File: config.mk
export PLATFORM = sky130hd
export DESIGN_NAME = uart_rx_mmio
export DESIGN_NICKNAME = d
export VERILOG_FILES = /design/src/rtl/uart_rx_mmio.sv
export SDC_FILE = /design/constraint.sdc
export NUM_CORES = 1
export LEC_CHECK = 0
export ABC_AREA = 1
export CAP_MARGIN = 0
export CELL_PAD_IN_SITES_DETAIL_PLACEMENT = 0
export CELL_PAD_IN_SITES_GLOBAL_PLACEMENT = 1
export CORE_ASPECT_RATIO = 0.6
export CORE_MARGIN = 1
export CORE_UTILIZATION = 34
export DETAILED_ROUTE_END_ITERATION = 16
export HOLD_SLACK_MARGIN = 0.12
export PLACE_DENSITY = 0.89
export RECOVER_POWER = 25
export SYNTH_ARGS = -nofsm -noshare
export SYNTH_HDL_FRONTEND = slang
export SYNTH_SLANG_ARGS = --single-unit
File: constraint.sdc
create_clock -name clk -period 6 [get_ports clk]
set_input_delay 0.9 -clock clk [delete_from_list [all_inputs] [get_ports clk]]
set_output_delay 0.9 -clock clk [all_outputs]
set_load 0.02 [all_outputs]
File: src/rtl/uart_rx_mmio.sv
// uart_rx_mmio: 8N1 UART receiver with byte FIFO behind a CPU load interface (RBR/LSR)
module uart_rx_mmio #(
  parameter int          CLKS_PER_BIT = 16,
  parameter int          FIFO_DEPTH   = 4,
  parameter logic [63:0] RBR_ADDR     = 64'h1000_0000,
  parameter logic [63:0] LSR_ADDR     = 64'h1000_0005
) (
  input  logic        clk,
  input  logic        rst_n,
  input  logic        rx_serial,
  input  logic        i_ren,
  input  logic [63:0] address,
  output logic [63:0] o_rdata,
  output logic        o_hit,
  output logic        rx_irq
);
  localparam int CW = $clog2(CLKS_PER_BIT);
  localparam int AW = $clog2(FIFO_DEPTH);
  typedef enum logic [1:0] {IDLE, START, DATA, STOP} state_t;
  state_t state, state_n;
  logic [CW-1:0] cnt, cnt_n;
  logic [2:0] bit_idx, bit_idx_n;
  logic [7:0] shreg, shreg_n;
  logic [1:0] sync;
  logic rx_s, stop_done;
  logic [7:0] mem [FIFO_DEPTH];
  logic [AW:0] wr_ptr, rd_ptr, wr_ptr_n, rd_ptr_n;
  logic empty, full, rbr_sel, lsr_sel, pop, push, oe_set, fe_set, oe, fe;
  assign rx_s = sync[1];
  // two-flop synchroniser on the asynchronous line, idles high
  always_ff @(posedge clk or negedge rst_n)
    if (!rst_n) sync <= 2'b11;
    else sync <= {sync[0], rx_serial};
  // receiver state and datapath registers
  always_ff @(posedge clk or negedge rst_n)
    if (!rst_n) begin
      state   <= IDLE;
      cnt     <= '0;
      bit_idx <= '0;
      shreg   <= '0;
    end else begin
      state   <= state_n;
      cnt     <= cnt_n;
      bit_idx <= bit_idx_n;
      shreg   <= shreg_n;
    end
  // next-state: mid-start validation, then one sample per bit period
  always_comb begin
    state_n   = state;
    cnt_n     = cnt + 1'b1;
    bit_idx_n = bit_idx;
    shreg_n   = shreg;
    stop_done = 1'b0;
    case (state)
      IDLE: begin
        cnt_n = '0;
        if (!rx_s) state_n = START;
      end
      START:
        if (cnt == CW'(CLKS_PER_BIT/2 - 1)) begin
          cnt_n     = '0;
          bit_idx_n = '0;
          state_n   = rx_s ? IDLE : DATA;
        end
      DATA:
        if (cnt == CW'(CLKS_PER_BIT - 1)) begin
          cnt_n     = '0;
          shreg_n   = {rx_s, shreg[7:1]};
          bit_idx_n = bit_idx + 1'b1;
          if (bit_idx == 3'd7) state_n = STOP;
        end
      STOP:
        if (cnt == CW'(CLKS_PER_BIT - 1)) begin
          cnt_n     = '0;
          stop_done = 1'b1;
          state_n   = IDLE;
        end
    endcase
  end
  assign empty    = wr_ptr == rd_ptr;
  assign full     = (wr_ptr[AW] != rd_ptr[AW]) && (wr_ptr[AW-1:0] == rd_ptr[AW-1:0]);
  assign rbr_sel  = i_ren && address == RBR_ADDR;
  assign lsr_sel  = i_ren && address == LSR_ADDR;
  assign pop      = rbr_sel && !empty;
  assign push     = stop_done && rx_s && (!full || pop);
  assign oe_set   = stop_done && rx_s && full && !pop;
  assign fe_set   = stop_done && !rx_s;
  assign wr_ptr_n = wr_ptr + (AW+1)'(push);
  assign rd_ptr_n = rd_ptr + (AW+1)'(pop);
  // FIFO pointers, sticky error flags (new error beats LSR clear), irq
  always_ff @(posedge clk or negedge rst_n)
    if (!rst_n) begin
      wr_ptr <= '0;
      rd_ptr <= '0;
      oe     <= 1'b0;
      fe     <= 1'b0;
      rx_irq <= 1'b0;
    end else begin
      wr_ptr <= wr_ptr_n;
      rd_ptr <= rd_ptr_n;
      oe     <= oe_set | (oe & !lsr_sel);
      fe     <= fe_set | (fe & !lsr_sel);
      rx_irq <= wr_ptr_n != rd_ptr_n;
    end
  // FIFO storage, no reset needed since pointers gate visibility
  always_ff @(posedge clk)
    if (push) mem[wr_ptr[AW-1:0]] <= shreg;
  assign o_hit   = rbr_sel | lsr_sel;
  assign o_rdata = pop     ? {56'b0, mem[rd_ptr[AW-1:0]]} :
                   lsr_sel ? {56'b0, 4'b0, fe, 1'b0, oe, !empty} : '0;
endmodule

Yosys cells after proc, flatten, opt, wreduce, memory -nomap -nowiden
Memory sizes are Yosys's and may differ from the RTL's.
Index checks and enable logic that the tools add are counted.
{"block": "totals", "reg_bits": 28, "ram_bits": 32, "output_inout_bits": 66, "word_cells": 77, "memories": 1}
{"memory": "mem", "words": 4, "word_bits": 8, "read_ports": 1, "rd_ports_with_merged_regs": 0, "wr": 1, "line": "26", "source": "logic [7:0] mem [FIFO_DEPTH];"}
{"block": "op_classes", "add_sub_neg": 4, "eq_ne": 17, "mux": 19, "bitwise_logic": 5, "n_reduce_logical": 21}
{"op": "$eq A64 B29 Y1 const B", "count": 2}
{"op": "$mux W2", "count": 6}
{"op": "$mux W4", "count": 3}
{"op": "$pmux W4 S3", "count": 1}
{"op": "$ne A2 B2 Y1 const B", "count": 5}
{"op": "$logic_and A1 B1 Y1", "count": 9}
{"op": "$mux W8", "count": 1}
{"op": "$pmux W2 S4", "count": 1}
{"op": "$add A3 B1 Y3", "count": 2}
{"op": "$mux W3", "count": 2}
{"op": "$pmux W3 S2", "count": 1}
{"op": "$logic_not A1 Y1", "count": 5}
{"op": "$reduce_and A5 Y1", "count": 1}
{"op": "$add A4 B1 Y4 const B", "count": 1}
{"op": "$eq A2 B2 Y1 const B", "count": 2}
{"op": "$eq A4 B3 Y1 const B", "count": 1}
{"op": "$eq A4 B4 Y1 const B", "count": 1}
{"op": "$mux W1", "count": 4}
{"op": "$add A3 B1 Y3 const B", "count": 1}
{"op": "$eq A3 B3 Y1", "count": 1}
{"op": "$eq A3 B3 Y1 const B", "count": 1}
{"op": "$ne A3 B3 Y1", "count": 1}
{"op": "$or A1 B1 Y1", "count": 3}
{"op": "$reduce_and A3 Y1", "count": 1}
{"op": "other kinds (9)", "count": 10}

Depth between registers and ports, before layout
{"block": "logic_depth", "ltp_word": 7, "mapped_depth": 14, "mapped_depth_nobuf": 14}

Worst setup path before layout
Ideal clock, no wire load.
{"block": "synth_path", "path_kind": "input -> output", "from": "input port address[63]", "to": "output port o_rdata[0]", "arrival_ns": 2.001, "path_slack_ns": 3.099, "path_stages": 9, "n_path_buf": 0, "cell_sequence": "nor2_1 -> nand2_1 -> nor2_1 -> nand2_1 -> nor2_4 -> nand2_2 -> nand2_1 -> nand2_1 -> nor2_1"}
{"block": "synth_between", "elab_chain_cells": 4, "word_cells_on_any_way": 7, "cone_classes": "eq/ne: 2; mux: 2; reduce/logical: 3"}
{"element": "start: declaration", "line": "12", "source": "input logic [63:0] address,"}
{"element": "$eq A64 B29 Y1 (on tied branches)", "line": "83, 82"}
{"element": "$logic_and A1 B1 Y1 (on tied branches)", "line": "83, 82"}
{"element": "$mux W4 or $logic_and A1 B1 Y1 (tied branches)", "line": "110, 84"}
{"element": "$mux W8 *", "line": "109", "source": "assign o_rdata = pop ? {56'b0, mem[rd_ptr[AW-1:0]]} :"}
{"element": "end: declaration", "line": "13", "source": "output logic [63:0] o_rdata,"}
Every way passes the cells marked *; elsewhere a longest branch is shown, timed or not.

Final worst setup path
{"block": "layout_path", "from": "input port address[61]", "to": "output port o_rdata[7]"}
{"block": "layout_between", "elab_chain_cells": 4}
{"element": "$eq A64 B29 Y1", "line": "82", "source": "assign rbr_sel = i_ren && address == RBR_ADDR;"}
{"element": "$logic_and A1 B1 Y1", "line": "82"}
{"element": "$logic_and A1 B1 Y1", "line": "84", "source": "assign pop = rbr_sel && !empty;"}
{"element": "$mux W8", "line": "109"}
Every way passes these cells.

==> impl_metrics.tcl <==
set metrics [dict create \
    dieWidth_um 128 \
    finalHoldViolCount 0 \
    antenna_found_initial 0 \
    synth_enable_flop_cells 32 \
    dpl.hpwl_um 4960 \
    syn_inst 356 \
    cts-resized-gates 0 \
    end_kind "output port" \
    grt_first_pass_wirelength_um 10300 \
    status "completed" \
    r2r_slack_ps 3500 \
    tightest_slew_ps 838 \
    ys_ff_latch 60 \
    drc_errors 0 \
    fmax_mhz 261 \
    cap_violations 0 \
    setup_viol 0 \
    synth_area_leaders "edfxtp_1 30%, dfrtp_1 20%, buf_4 13%" \
    wl_um 6570 \
    utilization 0.460 \
    layout_commonest_cell "clkdlybuf4s50_1" \
    power.density_nw_per_um2 267 \
    globalplace.congestion 0.774 \
    ant_nets 0 \
    cts_max_level 3 \
    p_leak_nw 1.82 \
    diodes 0 \
    comb_power_share 0.135 \
    power_switching_mw 0.271 \
    die_y_um 77.5 \
    post_cts_buffers 0 \
    cts_buffers 9 \
    grt_pass1_vias 2133 \
    multi_input_area_um2 1250 \
    vias_per_cell 4.09 \
    port_buffers 77 \
    hold_class "flip-flop to flip-flop" \
    final_cell_mix "77 x clkdlybuf4s50_1, 75 x nor2_1, 62 x nand2_1" \
    worst_slack_ps 2170 \
    crit_type "input pin to output port" \
    dr.pass1.iters 4 \
    seq_power_share 0.413 \
    cts_tree "built" \
    crit_path_start_kind "input pin" \
    cts_hold_buf 0 \
    ios 134 \
    path_clk_slew_ps 50 \
    path_max_fanout 8 \
    nNetsFinal 513 \
    yosysSeqAreaShare 0.515 \
    drive_gt1_frac 0.0700 \
    synth_flop_cell "edfxtp_1" \
    dp_slack_ps 2130 \
    seq_area_um2 1660 \
    cp.arrival_ps 2930 \
    wl_per_cell_um 11.5 \
    slew_headroom 0.439 \
    intPower_mw 0.858 \
    cp.required_ps 5100 \
    clockBufferDepth 2 \
    drv_slew 0 \
    fin_cells 573 \
    cp_slowest_cell "clkdlybuf4s50_1" \
    p_clk_frac 0.452 \
    fill_cells 868 \
    setup-tns-final_ps 0 \
    drt_iter0_drc 108 \
    ys_warn_count 0 \
    fin_crit_sh 0.638 \
    cts_sinks 60 \
    vias 2344 \
    async_flop_share 0.467 \
    skew_ps 6.42 \
    yosysTopAreaCell "edfxtp_1" \
    coreArea_um2 9190 \
    switching_share 0.240 \
    grt_use_total 0.137 \
    grt_max_degree 29 \
    vdd_drop_max_uv 126 \
    max_stage_delay_ps 630 \
    synth_top_area_frac 0.298 \
    syn_avg_cell_area_um2 9.07 \
    netlist_area_um2 3230 \
    rows 27 \
    die_area_um2 9900 \
    clockRootBuffer "clkbuf_16" \
    power.total_mw 1.13 \
    dp.cells 557 \
    period_needed_ps 3830 \
    clk-insertion-delay-late_ps 320 \
    synth.distinct_cells 31 \
    grt-ovfl-total 0 \
    rsz0062_at_grt "no" \
    cp_cell_sequence "clkdlybuf4s50_1 > nor2_1 > nand2_1 > nor2_1 > nand2_1 > nor2_4 > nand3_2 > a21oi_1 > clkdlybuf4s50_1" \
    syn_to_final_growth_pct 31.0 \
    initial_core_util 0.351 \
]
sequential cells by signal, indices dropped and copies added (netlist names), named ones only:
signal	count
bit_idx	3
cnt	4
fe	1
mem	32
oe	1
rd_ptr	3
rx_irq	1
shreg	8
state	1
sync	2
wr_ptr	3
synth_stat cells, types with 3 or more instances:
library cell / instances
nor2_1: 75
nand2_1: 62
buf_4: 57
edfxtp_1: 32
dfrtp_1: 26
o21ai_0: 18
inv_1: 17
nand3_1: 11
a21oi_1: 7
ha_1: 7
nor2_2: 5
o21ai_1: 5
xnor2_1: 4
xor2_1: 4
buf_2: 3
nand2_2: 3
power by group through the flow:
stage                     clock network [mW]  logic (mW)  registers [mW]
after floorplan                            0       0.126           0.465
after global placement                     0       0.149           0.472
after detailed placement                   0       0.151           0.473
after CTS                              0.521       0.154           0.466
after global routing                   0.539       0.176           0.468
final                                  0.511       0.153           0.466
logic make-up (layout without fill, tap and decap cells):
group | count (synthesis) | after routing | synth area share
fa+ha+maj | 7 | 7 | 0.0271
buf+inv | 81 | 113 | 0.163
xor+xnor | 8 | 8 | 0.0217
compound gates | 35 | 35 | 0.0601
simple gates | 164 | 164 | 0.212
flops | 60 | 60 | 0.515
other cells | 1 | 56 | 0.00116
metrics by stage:
step	instance area, µm²	hold WS [ps]
2_1_floorplan	3440	345
5_1_grt	4230	363
3_3_place_gp	3930	346
3_5_place_dp	3930	348
6_report	4230	354
4_1_cts	4230	356
worst paths after layout:
check                            start  cells past startpoint         end
max in group asynchronous        rst_n                      2     sync[0]
max reg2reg                  rd_ptr[1]                     12      rx_irq
min in group asynchronous        rst_n                      2  bit_idx[2]
min                            sync[0]                      0     sync[1]
min reg2reg                    sync[0]                      0     sync[1]
max                        address[61]                      9  o_rdata[7]
worst max-delay path: cells and delay by family:
kind,cells,cell delay (ps)
and+or+nand+nor,6,770
AOI/OAI and AO/OA,1,220
buffers and inverters,2,1040
area by class of cell:
cell class | count | area share
Tap cell | 130 | 0.0385
Clock inverter | 5 | 0.0118
Timing Repair Buffer | 78 | 0.184
Multi-Input combinational cell | 270 | 0.295
Sequential cell | 60 | 0.393
Inverter | 19 | 0.0175
Clock buffer | 11 | 0.0601
per-layer routing:
| layer | global-route usage | share of wire | vias up |
|---|---|---|---|
| met4 | 0.0353 | 0.0044 | 0 |
| met1 | 0.182 | 0.46 | 1050 |
| met2 | 0.216 | 0.44 | 88 |
| met3 | 0.0414 | 0.093 | 3 |
| met5 | 0 | 0 | - |
| li1 | - | - | 1203 |
Power figures use the tool's default switching activity.
